File: config.mk
export PLATFORM = sky130hd
export DESIGN_NAME = sprite_attr_dbuf
export DESIGN_NICKNAME = d
export VERILOG_FILES = /design/src/rtl/sprite_attr_dbuf.sv
export SDC_FILE = /design/constraint.sdc
export NUM_CORES = 2
export LEC_CHECK = 0
export BUFFER_PORTS_ARGS = -buffer_cell sky130_fd_sc_hd__clkbuf_2
export CAP_MARGIN = 30
export CORE_MARGIN = 10
export CORE_UTILIZATION = 40
export DETAILED_ROUTE_END_ITERATION = 16
export SYNTH_ARGS = -nofsm -noshare
export SYNTH_HDL_FRONTEND = slang
export SYNTH_SLANG_ARGS = --single-unit
File: constraint.sdc
create_clock -name clk -period 7.81 [get_ports clk]
set_input_delay 2.343 -clock clk [delete_from_list [all_inputs] [get_ports clk]]
set_output_delay 2.343 -clock clk [all_outputs]
set_load 0.02 [all_outputs]
File: src/rtl/sprite_attr_dbuf.sv
// Double-buffered sprite attribute table: CPU writes the back bank, the renderer reads the front bank,
// swaps are deferred to frame_start, and a clear engine zeroes the back bank one entry per cycle.
module sprite_attr_dbuf #(
  parameter int NUM_SPRITE = 32,
  parameter int DATA_W     = 32
) (
  input  logic                          clk,
  input  logic                          reset,
  input  logic [$clog2(NUM_SPRITE)-1:0] wa,
  input  logic [DATA_W-1:0]             d,
  input  logic [DATA_W/8-1:0]           be,
  input  logic                          write,
  input  logic [$clog2(NUM_SPRITE)-1:0] ra,
  output logic [DATA_W-1:0]             q,
  input  logic                          swap_req,
  input  logic                          frame_start,
  input  logic                          clear_req,
  output logic                          swap_pending,
  output logic                          busy,
  output logic                          front_bank
);

  localparam int AW = $clog2(NUM_SPRITE);
  localparam int BW = DATA_W / 8;

  typedef enum logic [0:0] {
    IDLE  = 1'b0,
    CLEAR = 1'b1
  } state_t;

  state_t            state_r, state_s;
  logic [AW-1:0]     counter_r, counter_s;
  logic              busy_r;
  logic              front_bank_r;
  logic              swap_pending_r;
  logic [DATA_W-1:0] q_r;
  logic [DATA_W-1:0] mem_r [0:2*NUM_SPRITE-1];

  logic              pend_nx_s;
  logic              do_swap_s;
  logic [AW:0]       rd_idx_s;
  logic [AW:0]       wr_idx_s;
  logic [AW:0]       clr_idx_s;

  // The back bank is always the one not being read; the swap waits while clear owns it.
  assign pend_nx_s = swap_pending_r | swap_req;
  assign do_swap_s = frame_start & pend_nx_s & ~busy_r;
  assign rd_idx_s  = {front_bank_r, ra};
  assign wr_idx_s  = {~front_bank_r, wa};
  assign clr_idx_s = {~front_bank_r, counter_r};

  // Clear engine next-state and sweep counter.
  always_comb begin
    state_s   = state_r;
    counter_s = counter_r;
    case (state_r)
      IDLE: begin
        if (clear_req) begin
          state_s   = CLEAR;
          counter_s = '0;
        end else begin
          state_s   = IDLE;
        end
      end
      CLEAR: begin
        counter_s = counter_r + AW'(1);
        if (counter_r == AW'(NUM_SPRITE - 1)) begin
          state_s = IDLE;
        end else begin
          state_s = CLEAR;
        end
      end
      default: begin
        state_s   = IDLE;
        counter_s = '0;
      end
    endcase
  end

  // Control state, bank select and registered read port.
  always_ff @(posedge clk) begin
    if (reset) begin
      state_r        <= IDLE;
      counter_r      <= '0;
      busy_r         <= 1'b0;
      front_bank_r   <= 1'b0;
      swap_pending_r <= 1'b0;
      q_r            <= '0;
    end else begin
      state_r   <= state_s;
      counter_r <= counter_s;
      busy_r    <= (state_s == CLEAR);
      q_r       <= mem_r[rd_idx_s];
      if (do_swap_s) begin
        front_bank_r   <= ~front_bank_r;
        swap_pending_r <= 1'b0;
      end else begin
        swap_pending_r <= pend_nx_s;
      end
    end
  end

  // Back-bank storage; contents survive reset, and CPU writes are dropped while clearing.
  always_ff @(posedge clk) begin
    if (!reset) begin
      if (busy_r) begin
        mem_r[clr_idx_s] <= '0;
      end else if (write) begin
        for (int i = 0; i < BW; i++) begin
          if (be[i]) begin
            mem_r[wr_idx_s][8*i +: 8] <= d[8*i +: 8];
          end
        end
      end
    end
  end

  assign q            = q_r;
  assign swap_pending = swap_pending_r;
  assign busy         = busy_r;
  assign front_bank   = front_bank_r;

endmodule

# Yosys cells after proc, flatten, opt, wreduce, memory -nomap -nowiden
# Memories as Yosys holds them, arrays and structs flattened. A register that Yosys moved wholly into a read port is not among the register bits.
# Cells that the tools add are included.
# op_classes
addsub	1
n_eq_ne	2
n_mux	31
bitwise	5
reduce_logical	2
# op_table
cell	n
$mux 32	1
$reduce_or 32->1	1
$mux 1	25
$pmux 5 s2	1
$mux 6	1
$add 5x1->5 const B	1
$eq 5x5->1 const B	1
$mux 5	1
$mux 4	1
$and 1x1->1	2
$ne 2x2->1 const B	1
$not 1->1	2
$pmux 1 s2	1
$reduce_or 2->1	1
$or 1x1->1	1
# totals
register_bits	8
ram_bits	2048
output_inout_bits	35
elab_cells	46
mem_count	1
# memory_table
name	words	width	read_ports	rd_ports_with_merged_regs	write_ports	line	text
mem_r	64	32	1	1	1	37	logic [DATA_W-1:0] mem_r [0:2*NUM_SPRITE-1];

# Depth between registers and ports, before layout
# logic_depth
depth_word	7
depth_mapped	11
mapped_depth_nobuf	5

# Worst setup path before layout
# No wires, ideal clock.
# synth_path
kind	input-to-reg
start	input port be[0]
end	memory mem_r[47][16], enable pin
arrival_ns	4.274
t_required_ns	7.427
slack_ns	3.153
stages	7
path_buffers	2
cell_sequence	nor4_1 nor2_2 buf_4 o21ai_0 nand2_1 buf_2 nor3_1
# synth_between
elab_chain_cells	7
word_cells_on_any_way	8
classes_between	7 x mux; 1 x reduce/logical
# synth_rtl
element	line	text
start, declared	11	input logic [DATA_W/8-1:0] be,
$mux 1 (*)	110	if (be[i]) begin
$mux 1 (*)	108	end else if (write) begin
$mux 1 (*)	106	if (busy_r) begin
$mux 1 (*)	105	if (!reset) begin
$mux 1 (implied by the code) (*)	111	mem_r[wr_idx_s][8*i +: 8] <= d[8*i +: 8];
$reduce_or 32->1 (no line) (*)	--	
$mux 6 (no line) or $mux 4 (tied branches)	--	
end, declared	37	
# Mark *: on every way between the ends. The rest lies on a longest branch, timed or not.

# Final worst setup path
# layout_path
start	input port reset
end	memory mem_r[28][12], enable pin
# layout_between
elab_chain_cells	4
word_cells_on_any_way	13
classes_between	12 x mux; 1 x reduce/logical
# layout_rtl
element	line	text
start, declared	8	input logic reset,
$mux 1	105	
$mux 1 (implied by the code)	111	
$reduce_or 32->1 (no line)	--	
$mux 6 (no line) or $mux 4 (tied branches)	--	
# Several ways; a longest one is shown, not always the timed one.

==> summary.txt <==
Status
  • Status: complete, no violations

Logic synthesis
  • Yosys top cell area share: 75.67%
  • Area contributors post-synth: edfxtp_1 76%, mux4_2 14%, mux2i_1 1.3%
  • Number of synthesized register bits: approximately 2100
  • Adder-Cell Fraction of Synth Area: 0.03079%
  • Ys Warns: 0
  • Sequential fraction of the synthesis area: 76.65%
  • Syn_area_per_cell: between 20 and 25 µm²
  • Post-Synth XOR/XNOR Area: less than 1%
  • Mapped cell area: slightly above 80000 µm²
  • Compound-cell area share of the yosys netlist: about 2.3%
  • Syn nets: between 3000 and 4000
  • Post-synth ARST share: 0%
  • Number of enable flip-flop cells after synthesis: roughly 2000
  • Post-Synth Simple-Gate Area: 3.207%
  • Largest family of logic cells by synthesized area: multiplexers
  • Gate count of the mapped netlist: 3815
  • Cell type contributing the most total cell area after synthesis: edfxtp_1
  • Distinct cells, synth: 69
  • Post-synthesis mux area share: 16.05%
  • Synth Flop Type: edfxtp_1

Place
  • PortBufs: 86
  • DP HPWL: 142.9 mm
  • Final Wtd Congestion: around 0.86
  • Post-DP Area: 85680 µm²

Timing
  • Highest clock rate: about 190 MHz
  • Slew HR: 30.27%
  • Min Clock Period, post-route: about 5.3 ns
  • Count of pins over their slew limit: 0
  • Layout Skew: 0.06122 ns
  • Tightest Pin Transition: 1.038 ns
  • RSZ-0062 raised after global routing: false
  • # setup viols final: 0
  • Fin. Hold Viols: 0
  • Period utilisation layout: 68.00%
  • TNS Setup: 0 ns

Critical path
  • Crit start category: input pin
  • R2r startpoint: busy
  • Crit-path cells: clkbuf_2 -> buf_4 -> nor3b_4 -> buf_4 -> a21oi_1 -> or2_2 -> nand2_1 -> buf_4 -> nor2_1
  • Worst R2R Path Depth: 8
  • WP data required: 8.32 ns
  • RR Endpoint: mem_r[28][12]
  • CP Class: in -> reg
  • Worst Setup SP: reset
  • End point of the critical path: mem_r[28][12]
  • Endpoint class of the critical path: flip-flop
  • Slowest CP cell: nor3b_4
  • CP arrival: 5.82 ns
  • Worst-path fanout max: 21
  • Crit path top cell by count: buf_4
  • Crit-path max cell delay: 0.72 ns
  • R2r setup slk: 3.89 ns

Global route
  • Antenna violations before repair: 14
  • Gr usage total: 20.39%
  • Total global routing overflow: 0
  • Largest net degree at the start of global routing: 80
  • First-pass GRT wire length: roughly 320 mm
  • Vias in the first global route: between 40000 and 50000

Pwr
  • Max IR drop VDD: between 150 and 200 µV
  • Pwr per Cell Area: 254.5 nW/µm²
  • Leakage power: 29.26 nW

Floorplan
  • Die width: around 470 µm
  • Starting Density: 40.21%
  • Row count: 165
  • Die height: 470.8 µm
  • Die Footprint: ~220000 µm²
  • Core ar.: 202100 µm²
  • Ports: 87

Hold path
  • Hold WC Path Type: reg -> reg

Clock network
  • CTS H-tree depth: 4
  • Post_cts resized: 0
  • Setup bufs post-CTS: 0
  • Inserted Clock Buffers: 209
  • CTS Root Cell: clkbuf_16
  • Cts hold-fix bufs: 0
  • Reg clk slew, reported paths: approximately 0.06 ns
  • CTS sink cnt: ~2100
  • Maximum buffer depth of the clock tree: 3
  • Worst-Skew Late Latency: 0.88 ns
  • TritonCTS clock tree: done

Layout
  • Area grow syn2layout: 13.84%
  • NumNets Final: approximately 4100
  • Post-route cell area: 92520 µm²
  • Layout cell share with drive strength beyond 1: 28.15%

Routing
  • Pre-antenna DRT Iters: 6
  • Routed WL: 230.4 mm
  • Antenna viol nets, final: 0
  • # DRC: 0
  • Via-per-instance ratio: between 5 and 6
  • Routed vias: 41204
  • Drt first-iter violations: 5198
  • WL/cell: 33.17 µm

Run
  • Max cap viols: 0
==> cells in the mapped netlist (3+ instances only) <==
cell type / instances
a2111oi_0: 5
a211oi_1: 16
a21o_1: 6
a21oi_1: 42
a221o_1: 3
a221oi_1: 9
a22o_1: 17
a22oi_1: 50
a31o_2: 3
a31oi_1: 14
a32oi_1: 7
and2_1: 10
and3_1: 35
buf_1: 17
buf_12: 3
buf_2: 63
buf_4: 50
buf_6: 20
clkbuf_1: 78
dfxtp_1: 40
edfxtp_1: 2048
inv_1: 8
mux2_2: 19
mux2i_1: 107
mux4_2: 522
nand2_1: 107
nand2b_1: 23
nand2b_4: 4
nand3_1: 11
nand4_1: 3
nor2_1: 235
nor2b_1: 27
nor3_1: 81
nor3b_1: 3
nor4_1: 6
o211ai_1: 5
o21ai_0: 33
o221ai_1: 6
o22ai_1: 25
o32ai_1: 8
or2_2: 8
or3_1: 3
==> registers in the layout (all words and copies together) (netlist names) <==
name	cells
q	32
mem_r	2048
swap_pending	1
counter_r	5
busy	1
front_bank	1
==> cell usage in the layout (no fill, tap or decap), types with 7 or more instances in the layout <==
| master | count |
|---|---|
| clkinv_1 | 49 |
| mux2_2 | 19 |
| a21oi_1 | 42 |
| a31oi_1 | 12 |
| a221oi_1 | 9 |
| clkbuf_1 | 47 |
| a22o_1 | 17 |
| inv_1 | 7 |
| clkinvlp_4 | 9 |
| nand3_1 | 11 |
| and2_1 | 11 |
| a22oi_1 | 50 |
| nor2b_1 | 21 |
| clkbuf_16 | 209 |
| a32oi_1 | 7 |
| nor3_1 | 81 |
| a211oi_1 | 16 |
| dfxtp_1 | 39 |
| buf_8 | 8 |
| and3_2 | 31 |
| mux4_2 | 522 |
| buf_4 | 175 |
| nand2b_1 | 23 |
| o32ai_1 | 8 |
| diode_2 | 9 |
| o22ai_1 | 25 |
| clkinv_2 | 33 |
| nand2_1 | 107 |
| clkbuf_2 | 82 |
| nor2_1 | 231 |
| buf_12 | 17 |
| edfxtp_1 | 2048 |
| o21ai_0 | 33 |
| bufinv_16 | 17 |
| mux2i_1 | 105 |
| or2_2 | 8 |
==> cell type report <==
type                       count  area (µm²)
inverter                       9       37.54
tap                         2672        3343
multi-input combinational   1485       17740
timing repair buffer         295        2313
clock inverter               130        1315
clock buffer                 259        5448
fill                       16772      109600
sequential                  2088       62300
antenna                        9       22.52
==> per-stage QoR <==
step / instances / util [%] / power [W] / setup slack, ns / hold WS, ns
2_1_floorplan: 3815 / - / 0.01328 / 3.153 / 0.5389
3_3_place_gp: 6527 / 42.30 / 0.01385 / 1.687 / 0.5383
3_5_place_dp: 6541 / 42.39 / 0.01386 / 1.681 / 0.5469
4_1_cts: 6930 / 45.74 / 0.02368 / 2.585 / 0.5562
5_1_grt: 6943 / 45.77 / 0.02417 / 2.486 / 0.5690
6_report: 6947 / 45.78 / 0.02355 / 2.499 / 0.5449
==> worst min-delay path by stage <==
stage | from | endpoint | slack (ns) | depth (start not counted)
global placement | swap_pending | swap_pending | 0.54 | 2
detailed placement | swap_pending | swap_pending | 0.55 | 2
global route | swap_pending | swap_pending | 0.57 | 2
CTS | swap_pending | swap_pending | 0.56 | 2
finish | swap_pending | swap_pending | 0.54 | 2
floorplan | counter_r[3] | counter_r[3] | 0.54 | 2
==> power breakdown <==
group	switching, W	total (W)	internal (W)
Sequential	0.0000226	0.0123	0.0123
Combinational	0.000876	0.00131	0.000437
Clock	0.00437	0.00992	0.00555
==> per-layer routing <==
| metal | routed length [µm] | vias to the layer above | part of all wire, % | global-route usage (%) |
|---|---|---|---|---|
| met2 | 109000 | 2092 | 47 | 31.94 |
| met3 | 18960 | 424 | 8.2 | 3.793 |
| met1 | 91440 | 22179 | 40 | 27.70 |
| li1 | - | 16503 | - | - |
| met4 | 10950 | 6 | 4.8 | 9.519 |
| met5 | 43 | - | 0.019 | 0 |
==> worst max-delay path, delay by kind of cell <==
family / cells / cell delay (ns)
AO/OA/AOI/OAI: 1 / 0.13
buffers and inverters: 4 / 1.28
AND/OR/NAND/NOR: 4 / 2.01
==> logic make-up after synthesis <==
logic type	count (synthesis)
flops	2088
xor+xnor	1
simple gates	564
compound gates	270
fa+ha+maj	2
buf+inv	242
mux	648
No activity file was read; power rests on OpenSTA's default activity.
